--- config.mk ---
export PLATFORM = sky130hd
export DESIGN_NAME = tl_rom_get_fragmenter
export DESIGN_NICKNAME = d
export VERILOG_FILES = /design/src/rtl/tl_rom_pkg.sv /design/src/rtl/tl_frag_counter.sv /design/src/rtl/tl_rom_get_fragmenter.sv
export SDC_FILE = /design/constraint.sdc
export NUM_CORES = 1
export LEC_CHECK = 0
export BUFFER_PORTS_ARGS = -buffer_cell sky130_fd_sc_hd__buf_2
export CAP_MARGIN = 20
export CORE_MARGIN = 10
export CORE_UTILIZATION = 38
export CTS_CLUSTER_SIZE = 10
export DETAILED_ROUTE_END_ITERATION = 12
export PLACE_DENSITY_LB_ADDON = 0.2
export SKIP_CTS_REPAIR_TIMING = 1
export SLEW_MARGIN = 20
export SYNTH_ARGS = -nofsm -noshare
export SYNTH_HDL_FRONTEND = slang
export SYNTH_SLANG_ARGS = --single-unit
--- constraint.sdc ---
create_clock -name clock -period 2.84 [get_ports clock]
set_input_delay 0.284 -clock clock [delete_from_list [all_inputs] [get_ports clock]]
set_output_delay 0.284 -clock clock [all_outputs]
set_load 0.005 [all_outputs]
--- src/rtl/tl_rom_pkg.sv ---
// tl_rom_pkg: shared widths, TileLink opcodes and fragment helpers for the ROM Get fragmenter.
package tl_rom_pkg;
  localparam int MAX_SIZE = 6;
  localparam int SOURCE_W = 12;
  localparam int ADDR_W = 17;
  localparam int BEAT_BYTES = 8;
  localparam int BEAT_LG = $clog2(BEAT_BYTES);
  localparam int CNT_W = MAX_SIZE - BEAT_LG + 1;
  localparam logic [2:0] TL_GET = 3'd4;
  localparam logic [2:0] TL_ACCESS_ACK_DATA = 3'd1;
  typedef struct packed {
    logic [SOURCE_W-1:0] source;
    logic [2:0]          size;
    logic [ADDR_W-1:0]   address;
    logic [7:0]          mask;
    logic                corrupt;
  } tl_a_req_t;
  function automatic logic [CNT_W-1:0] frag_count(input logic [2:0] size);
    return (size <= 3'(BEAT_LG)) ? CNT_W'(1) : CNT_W'(1) << (size - 3'(BEAT_LG));
  endfunction
endpackage

--- src/rtl/tl_frag_counter.sv ---
// tl_frag_counter: clearable up-counter flagging when it has reached a terminal value.
module tl_frag_counter #(
  parameter int W = 4
) (
  input  logic         clock,
  input  logic         reset,
  input  logic         clr,
  input  logic         inc,
  input  logic [W-1:0] limit,
  output logic [W-1:0] cnt,
  output logic         tc
);
  logic [W-1:0] cnt_q, cnt_d;
  always_comb cnt_d = clr ? '0 : inc ? cnt_q + W'(1) : cnt_q;
  always_ff @(posedge clock) begin
    if (reset) cnt_q <= '0;
    else cnt_q <= cnt_d;
  end
  assign cnt = cnt_q;
  assign tc = (cnt_q == limit);
endmodule

--- src/rtl/tl_rom_get_fragmenter.sv ---
// tl_rom_get_fragmenter: splits one outer TileLink Get into 8-byte Gets for the boot ROM
// and returns the ROM beats upstream under the original size and source.
module tl_rom_get_fragmenter
  import tl_rom_pkg::*;
(
  input  logic                clock,
  input  logic                reset,
  input  logic                in_a_valid,
  output logic                in_a_ready,
  input  logic [2:0]          in_a_opcode,
  input  logic [2:0]          in_a_param,
  input  logic [2:0]          in_a_size,
  input  logic [SOURCE_W-1:0] in_a_source,
  input  logic [ADDR_W-1:0]   in_a_address,
  input  logic [7:0]          in_a_mask,
  input  logic                in_a_corrupt,
  output logic                in_d_valid,
  input  logic                in_d_ready,
  output logic [2:0]          in_d_size,
  output logic [SOURCE_W-1:0] in_d_source,
  output logic [63:0]         in_d_data,
  output logic                out_a_valid,
  input  logic                out_a_ready,
  output logic [2:0]          out_a_opcode,
  output logic [2:0]          out_a_param,
  output logic [1:0]          out_a_size,
  output logic [SOURCE_W-1:0] out_a_source,
  output logic [ADDR_W-1:0]   out_a_address,
  output logic [7:0]          out_a_mask,
  output logic                out_a_corrupt,
  input  logic                out_d_valid,
  output logic                out_d_ready,
  input  logic [1:0]          out_d_size,
  input  logic [SOURCE_W-1:0] out_d_source,
  input  logic [63:0]         out_d_data
);
  tl_a_req_t req_q, req_d;
  logic busy_q, busy_d;
  logic [CNT_W-1:0] n, d_limit, a_cnt, d_cnt;
  logic a_in_fire, a_out_fire, d_fire, a_tc, d_tc;
  logic unused_param;
  assign unused_param = ^in_a_param;
  assign n = frag_count(req_q.size);
  assign d_limit = n - CNT_W'(1);
  always_comb begin
    in_a_ready = !busy_q;
    out_a_valid = busy_q && !a_tc;
    in_d_valid = out_d_valid && busy_q;
    out_d_ready = in_d_ready && busy_q;
    a_in_fire = in_a_valid && !busy_q;
    a_out_fire = out_a_valid && out_a_ready;
    d_fire = out_d_valid && out_d_ready;
    busy_d = a_in_fire ? 1'b1 : (d_fire && d_tc) ? 1'b0 : busy_q;
    req_d = a_in_fire ? tl_a_req_t'{source: in_a_source, size: in_a_size, address: in_a_address,
                                    mask: in_a_mask, corrupt: in_a_corrupt} : req_q;
  end
  always_ff @(posedge clock) begin
    if (reset) begin
      busy_q <= 1'b0;
      req_q <= '0;
    end else begin
      busy_q <= busy_d;
      req_q <= req_d;
    end
  end
  tl_frag_counter #(.W(CNT_W)) u_a_cnt (
    .clock(clock), .reset(reset), .clr(a_in_fire), .inc(a_out_fire),
    .limit(n), .cnt(a_cnt), .tc(a_tc)
  );
  tl_frag_counter #(.W(CNT_W)) u_d_cnt (
    .clock(clock), .reset(reset), .clr(a_in_fire), .inc(d_fire),
    .limit(d_limit), .cnt(d_cnt), .tc(d_tc)
  );
  // Single-fragment Gets keep their sub-beat offset; larger ones are beat aligned.
  always_comb begin
    out_a_opcode = TL_GET;
    out_a_param = 3'd0;
    out_a_size = (req_q.size > 3'(BEAT_LG)) ? 2'(BEAT_LG) : req_q.size[1:0];
    out_a_source = req_q.source;
    out_a_address = (n == CNT_W'(1)) ? req_q.address : req_q.address | ADDR_W'({a_cnt, BEAT_LG'(0)});
    out_a_mask = (n == CNT_W'(1)) ? req_q.mask : 8'hFF;
    out_a_corrupt = req_q.corrupt;
    in_d_size = req_q.size;
    in_d_source = req_q.source;
    in_d_data = out_d_data;
  end
  a_get_only: assert property (@(posedge clock) disable iff (reset) in_a_valid |-> in_a_opcode == TL_GET);
  a_size_ok: assert property (@(posedge clock) disable iff (reset) in_a_valid |-> in_a_size <= 3'(MAX_SIZE));
  a_aligned: assert property (@(posedge clock) disable iff (reset)
    in_a_valid |-> (in_a_address & ~({ADDR_W{1'b1}} << in_a_size)) == '0);
  d_prompted: assert property (@(posedge clock) disable iff (reset) !busy_q |-> !out_d_valid);
  d_in_range: assert property (@(posedge clock) disable iff (reset) d_fire |-> d_cnt < n);
  d_matches: assert property (@(posedge clock) disable iff (reset)
    d_fire |-> (out_d_source == req_q.source && out_d_size == out_a_size));
endmodule

[Yosys cells after proc, flatten, opt, wreduce, memory -nomap -nowiden]
Index checks and enable logic that the tools add are counted.
Word-level totals
  memories kept: 0
  bits in registers: 50
  bits in latches: 0
  bits in read-only memories: 0
  input bits: 131
  word-level logic and storage cells: 36
  bits in writable memories: 0
Operators by class
  bitwise logic cells: 1
  magnitude comparators: 2
  shift-type cells: 1
  reductions and logical operators: 11
  multiply operators: 0
  $add $sub $neg: 4
  equal/unequal tests: 3
  mux-type cells: 6
  divide/modulo/power cells: 0
Operator list (number)
  two-way mux 17 bit: 1
  bitwise OR 17 x 7 -> 17 bit: 1
  adder 4 x 1 -> 4 bit, second input constant: 2
  == test 4 bit: 2
  two-way mux 8 bit: 1
  logical AND 1 bit: 7
  == test 4 x 1 -> 1 bit, second input constant: 1
  two-way mux 4 bit: 1
  << shifter 1 x 3 -> 4 bit, first input constant: 1
  subtractor 4 x 1 -> 4 bit, second input constant: 1
  > comparator 3 x 2 -> 1 bit, second input constant: 1
  <= comparator 3 x 2 -> 1 bit, second input constant: 1
  subtractor 3 x 2 -> 3 bit, second input constant: 1
  zero test 1 bit: 2
  two-way mux 1 bit: 2
  two-way mux 2 bit: 1
  nonzero test 2 bit: 1
  OR reduction 2 bit: 1

[Logic depth before layout (Yosys ltp)]
  depth in word-level cells: 8
  mapped depth: 10

[Cells and area by module]
From an unflattened synthesis, not the netlist that was laid out.
Unflattened totals
  cells, all modules: 384
  area total of the unflattened synthesis: 3091.7 um^2
By module, submodules not included
  tl_rom_get_fragmenter: seq. area each 840.8 um^2, area each 2653.8 um^2, times used 1, cells an instance 340
  tl_frag_counter: seq. area each 80.1 um^2, area each 219.0 um^2, times used 2, cells an instance 22

[Least setup slack after synthesis]
Ideal clock, no wire load.
  kind: reg-to-reg
  start point: register req_q (netlist bit in_d_size[0])
  end point: register busy_q
  buffers on the path: 2
  required time: 2754 ps
  slack: 735 ps
  arrival time: 2019 ps
  cell stages (with the launch flop): 11
  library setup time: 86 ps
  cell sequence: dfxtp_1 buf_2 and2_1 ha_1 nor2_8 clkbuf_1 ha_1 xor2_1 xnor2_1 nor3_1 a211oi_1
Between the ends
  word-level cells in the longest chain between the ends: 7
  elaborated cells between the ends (all ways): 8
  classes of those cells: add/sub (2); order compare (1); eq/ne (1); shift (1); mux (1); reduce/logical (2)
RTL lines
  start: declaration: line tl_rom_get_fragmenter.sv:37  | tl_a_req_t req_q, req_d;
  start signal: assignment: line tl_rom_get_fragmenter.sv:63  | req_q <= req_d;
  subtractor 3 x 2 -> 3 bit: line tl_rom_pkg.sv:19  | return (size <= 3'(BEAT_LG)) ? CNT_W'(1) : CNT_W'(1) << (size - 3'(BEAT_LG));
  << shifter 1 x 3 -> 4 bit: line tl_rom_pkg.sv:19
  two-way mux 4 bit (*): line tl_rom_pkg.sv:19
  subtractor 4 x 1 -> 4 bit (*): line tl_rom_get_fragmenter.sv:44  | assign d_limit = n - CNT_W'(1);
  == test 4 bit (*): line tl_frag_counter.sv:20  | assign tc = (cnt_q == limit);
  logical AND 1 bit (*): line tl_rom_get_fragmenter.sv:53  | busy_d = a_in_fire ? 1'b1 : (d_fire && d_tc) ? 1'b0 : busy_q;
  nonzero test 2 bit (no source line) (*)
  end signal: assignment: line tl_rom_get_fragmenter.sv:62  | busy_q <= busy_d;
  end: declaration: line tl_rom_get_fragmenter.sv:38  | logic busy_q, busy_d;
Mark *: on every way between the ends. The rest lies on a longest branch, timed or not.
A chain may end at the register's enable or synchronous reset.

[Worst setup path in the final report]
  start point: register req_q (netlist bit in_d_size[0])
  end point: output out_a_valid
Between the ends
  word-level cells in the longest chain between the ends: 6
  elaborated cells between the ends (all ways): 7
  classes of those cells: add/sub (1); order compare (1); eq/ne (1); shift (1); mux (1); reduce/logical (2)
RTL lines
  subtractor 3 x 2 -> 3 bit: line tl_rom_pkg.sv:19
  << shifter 1 x 3 -> 4 bit: line tl_rom_pkg.sv:19
  two-way mux 4 bit (*): line tl_rom_pkg.sv:19
  == test 4 bit (*): line tl_frag_counter.sv:20
  zero test 1 bit (*): line tl_rom_get_fragmenter.sv:47  | out_a_valid = busy_q && !a_tc;
  logical AND 1 bit (*): line tl_rom_get_fragmenter.sv:47
  end: declaration: line tl_rom_get_fragmenter.sv:22  | output logic out_a_valid,
Marked as above.

==> flow_metrics.env <==
export IMPL_port_buffers=105
export IMPL_placed_cells=471
export IMPL_cts_tree="yes"
export IMPL_clock_tree_root_cell="clkbuf_8"
export IMPL_grt_pass1_wl_mm=10.3
export IMPL_p_comb_share_pct=17.0
export IMPL_routabilityCongestion=0.732
export IMPL_drt_vias_per_instance=4.53
export IMPL_start_kind="flop"
export IMPL_power_density_nw_per_um2=498
export IMPL_cts_htree_levels=2
export IMPL_post_place_ws_ns=0.593
export IMPL_synth_area_sq_um=2980
export IMPL_clock_sinks=50
export IMPL_die_w_microns=108
export IMPL_crit_required_ns=2.56
export IMPL_seqPwrFrac_pct=53.0
export IMPL_rrSetupSlack_ns=0.60
export IMPL_worst_pin_slew_ns=0.674
export IMPL_pwr_share_clk_pct=30.0
export IMPL_multi_input_area_sq_um=1090
export IMPL_start_util_pct=38.7
export IMPL_tns_ns=0
export IMPL_num_antenna_cells=0
export IMPL_internal_power_uw=1050
export IMPL_io_pins=260
export IMPL_grt_pass1_vias=2004
export IMPL_slew_viol_final=0
export IMPL_clk_path_buf_depth=2
export IMPL_max_slew_margin_pct=55.0
export IMPL_drt_iter0_drc=78
export IMPL_switching_share_pct=27.1
export IMPL_crit_path_start="in_d_size[0]"
export IMPL_p_switching_uw=390
export IMPL_core_area_sq_um=7690
export IMPL_instances_no_fill=479
export IMPL_cp_common_cell="nor2_1"
export IMPL_layout_commonest_cell="buf_2"
export IMPL_clock_latency_ns=0.30
export IMPL_synth_cell_types=33
export IMPL_grt_overflow_total=0
export IMPL_finalHoldViolations=0
export IMPL_path_depth=8
export IMPL_yosysTopAreaCell="dfxtp_1"
export IMPL_grt_max_degree=42
export IMPL_cp_max_fo=10
export IMPL_seq_area_sq_um=1000
export IMPL_avgSynthCellArea_sq_um=7.77
export IMPL_syn_inst=383
export IMPL_fp_dieArea_sq_um=11800
export IMPL_finalWirelength_mm=6.69
export IMPL_rsz0062_at_grt="no"
export IMPL_drt_first_pass_iters=4
export IMPL_die_h_microns=108
export IMPL_setup_ws_ns=0.380
export IMPL_vdd_drop_max_mv=0.159
export IMPL_whs_ns=0.211
export IMPL_synth_seq_cells=50
export IMPL_endpoint="out_a_valid"
export IMPL_skew_ns=0.00402
export IMPL_netlist_area_leader_share_pct=33.6
export IMPL_end_kind="primary output"
export IMPL_drc_errors=0
export IMPL_r2r_start="in_d_size[0]"
export IMPL_final_cell_mix="buf_2, nand2_1, dfxtp_1"
export IMPL_fillers=845
export IMPL_antenna_found_initial=0
export IMPL_layout_min_cycle_time_ns=2.46
export IMPL_synth_area_leaders="dfxtp_1, buf_4, nand2_1"
export IMPL_finalSetupViolCount=0
export IMPL_path_class="reg2out"
export IMPL_timing_fmax_mhz=406
export IMPL_ys_seq_area_share_pct=33.6
export IMPL_antenna_left=0
export IMPL_fin_crit_sh_pct=86.6
export IMPL_vias=2171
export IMPL_drive_gt1_share_pct=35.5
export IMPL_clk_pin_slew_ns=0.09
export IMPL_hp_class="in2reg"
export IMPL_crit_buf_inv=1
export IMPL_cp_slowest_stage_delay_ns=0.50
export IMPL_drv_cap=0
export IMPL_arrival_ns=2.18
export IMPL_syn_to_final_growth_pct=-3.03
export IMPL_status="complete, no violations"
export IMPL_numCtsBuffers=5
export IMPL_r2r_cells=9
export IMPL_p_leak_uw=0.00140
export IMPL_path_cells="and2_1 -> ha_1 -> nor2_1 -> nand4b_1 -> xnor2_1 -> nor3_1 -> nor2_1 -> buf_2"
export IMPL_final_nets=511
export IMPL_row_count=32
export IMPL_critPathTopFamily="simple AND/OR/NAND/NOR gates"
export IMPL_worst_path_max_delay_cell="dfxtp_1"
export IMPL_yosysWarnings=0
export IMPL_grt_total_usage_pct=10.7
export IMPL_dp_hpwl_mm=4.98
export IMPL_routedWlPerCell_microns=14.0
export IMPL_worst_r2r_endpoint="busy_q"
-- power by group through the flow --
stage               clock network, uW  logic [uW]  registers (uW)
floorplan                           0         255             773
global placement                    0         251             777
detailed placement                  0         253             779
CTS                               460         254             763
global route                      485         279             768
finish                            431         245             762
-- area by class of cell --
class                           instances  area share, %
Multi-Input combinational cell        206           37.8
Tap cell                              102           4.42
Clock inverter                          2          0.434
Sequential cell                        50           34.7
Clock buffer                            6           2.86
Inverter                                4          0.520
Timing Repair Buffer                  109           19.3
-- worst min path at each step --
stage	from	end	cells past startpoint	slack, ns
detailed placement	req_q[4]	req_q[4]	2	0.45
finish	in_a_source[10]	in_d_source[10]	3	0.21
floorplan	in_a_mask[0]	req_q[1]	2	0.42
global route	in_a_address[3]	req_q[12]	3	0.20
global placement	req_q[4]	req_q[4]	2	0.44
CTS	in_a_address[0]	req_q[9]	3	0.20
-- logic make-up after synthesis --
group / after synthesis / synth area share (%)
other: 2 / 0.252
muxes: 3 / 1.01
DFF: 50 / 33.6
buffers and inverters: 131 / 30.4
adders and majority gates: 4 / 1.68
and+or+nand+nor: 127 / 19.4
AOI/OAI and AO/OA: 59 / 11.5
xor gates and xnor gates: 7 / 2.06
-- routing by layer --
metal  routed length [microns]  global-route usage, %  share of wire [%]  vias up
met4                        88                   3.20                1.3        0
met3                       734                   4.40                 11       19
met1                      2830                   12.4                 42      981
met2                      3040                   17.8                 45       85
li1                          -                      -                  -     1086
met5                         0                      0                  0        -
-- tightest hold or removal path, delay by kind of cell --
| kind | cells | cell delay (ns) |
|---|---|---|
| buffers and inverters | 1 | 0.09 |
| AO/OA/AOI/OAI | 1 | 0.05 |
| AND/OR/NAND/NOR | 1 | 0.04 |
-- metrics by stage --
stage / utilization, % / total power (uW) / cell area (sq um)
5_1_grt: 37.5 / 1530 / 2890
6_report: 37.5 / 1440 / 2890
3_3_place_gp: 36.3 / 1030 / 2790
3_5_place_dp: 36.3 / 1030 / 2790
2_1_floorplan: - / 1030 / 2990
4_1_cts: 37.5 / 1480 / 2890
-- state kept, by name, indices dropped and copies added, names as in the netlist --
register	count
in_d_size	3
out_a_corrupt	1
u_a_cnt.cnt	4
busy_q	1
req_q	25
in_d_source	12
u_d_cnt.cnt	4
-- cells in the mapped netlist, drive strengths merged --
master and n:
a211oi 1, a21o 6, a21oi 47, and2 3, and3 1, buf 112, clkbuf 15, conb 2
dfxtp 50, ha 4, inv 4, mux2i 3, nand2 86, nand2b 1, nand3 5, nand3b 1
nand4b 1, nor2 12, nor2b 1, nor3 3, nor4b 1, o21a 1, o21ai 2, o2bb2ai 1
o311a 1, or2 11, or3 1, xnor2 4, xor2 3
Note: power is estimated with default switching activity, not from simulation.
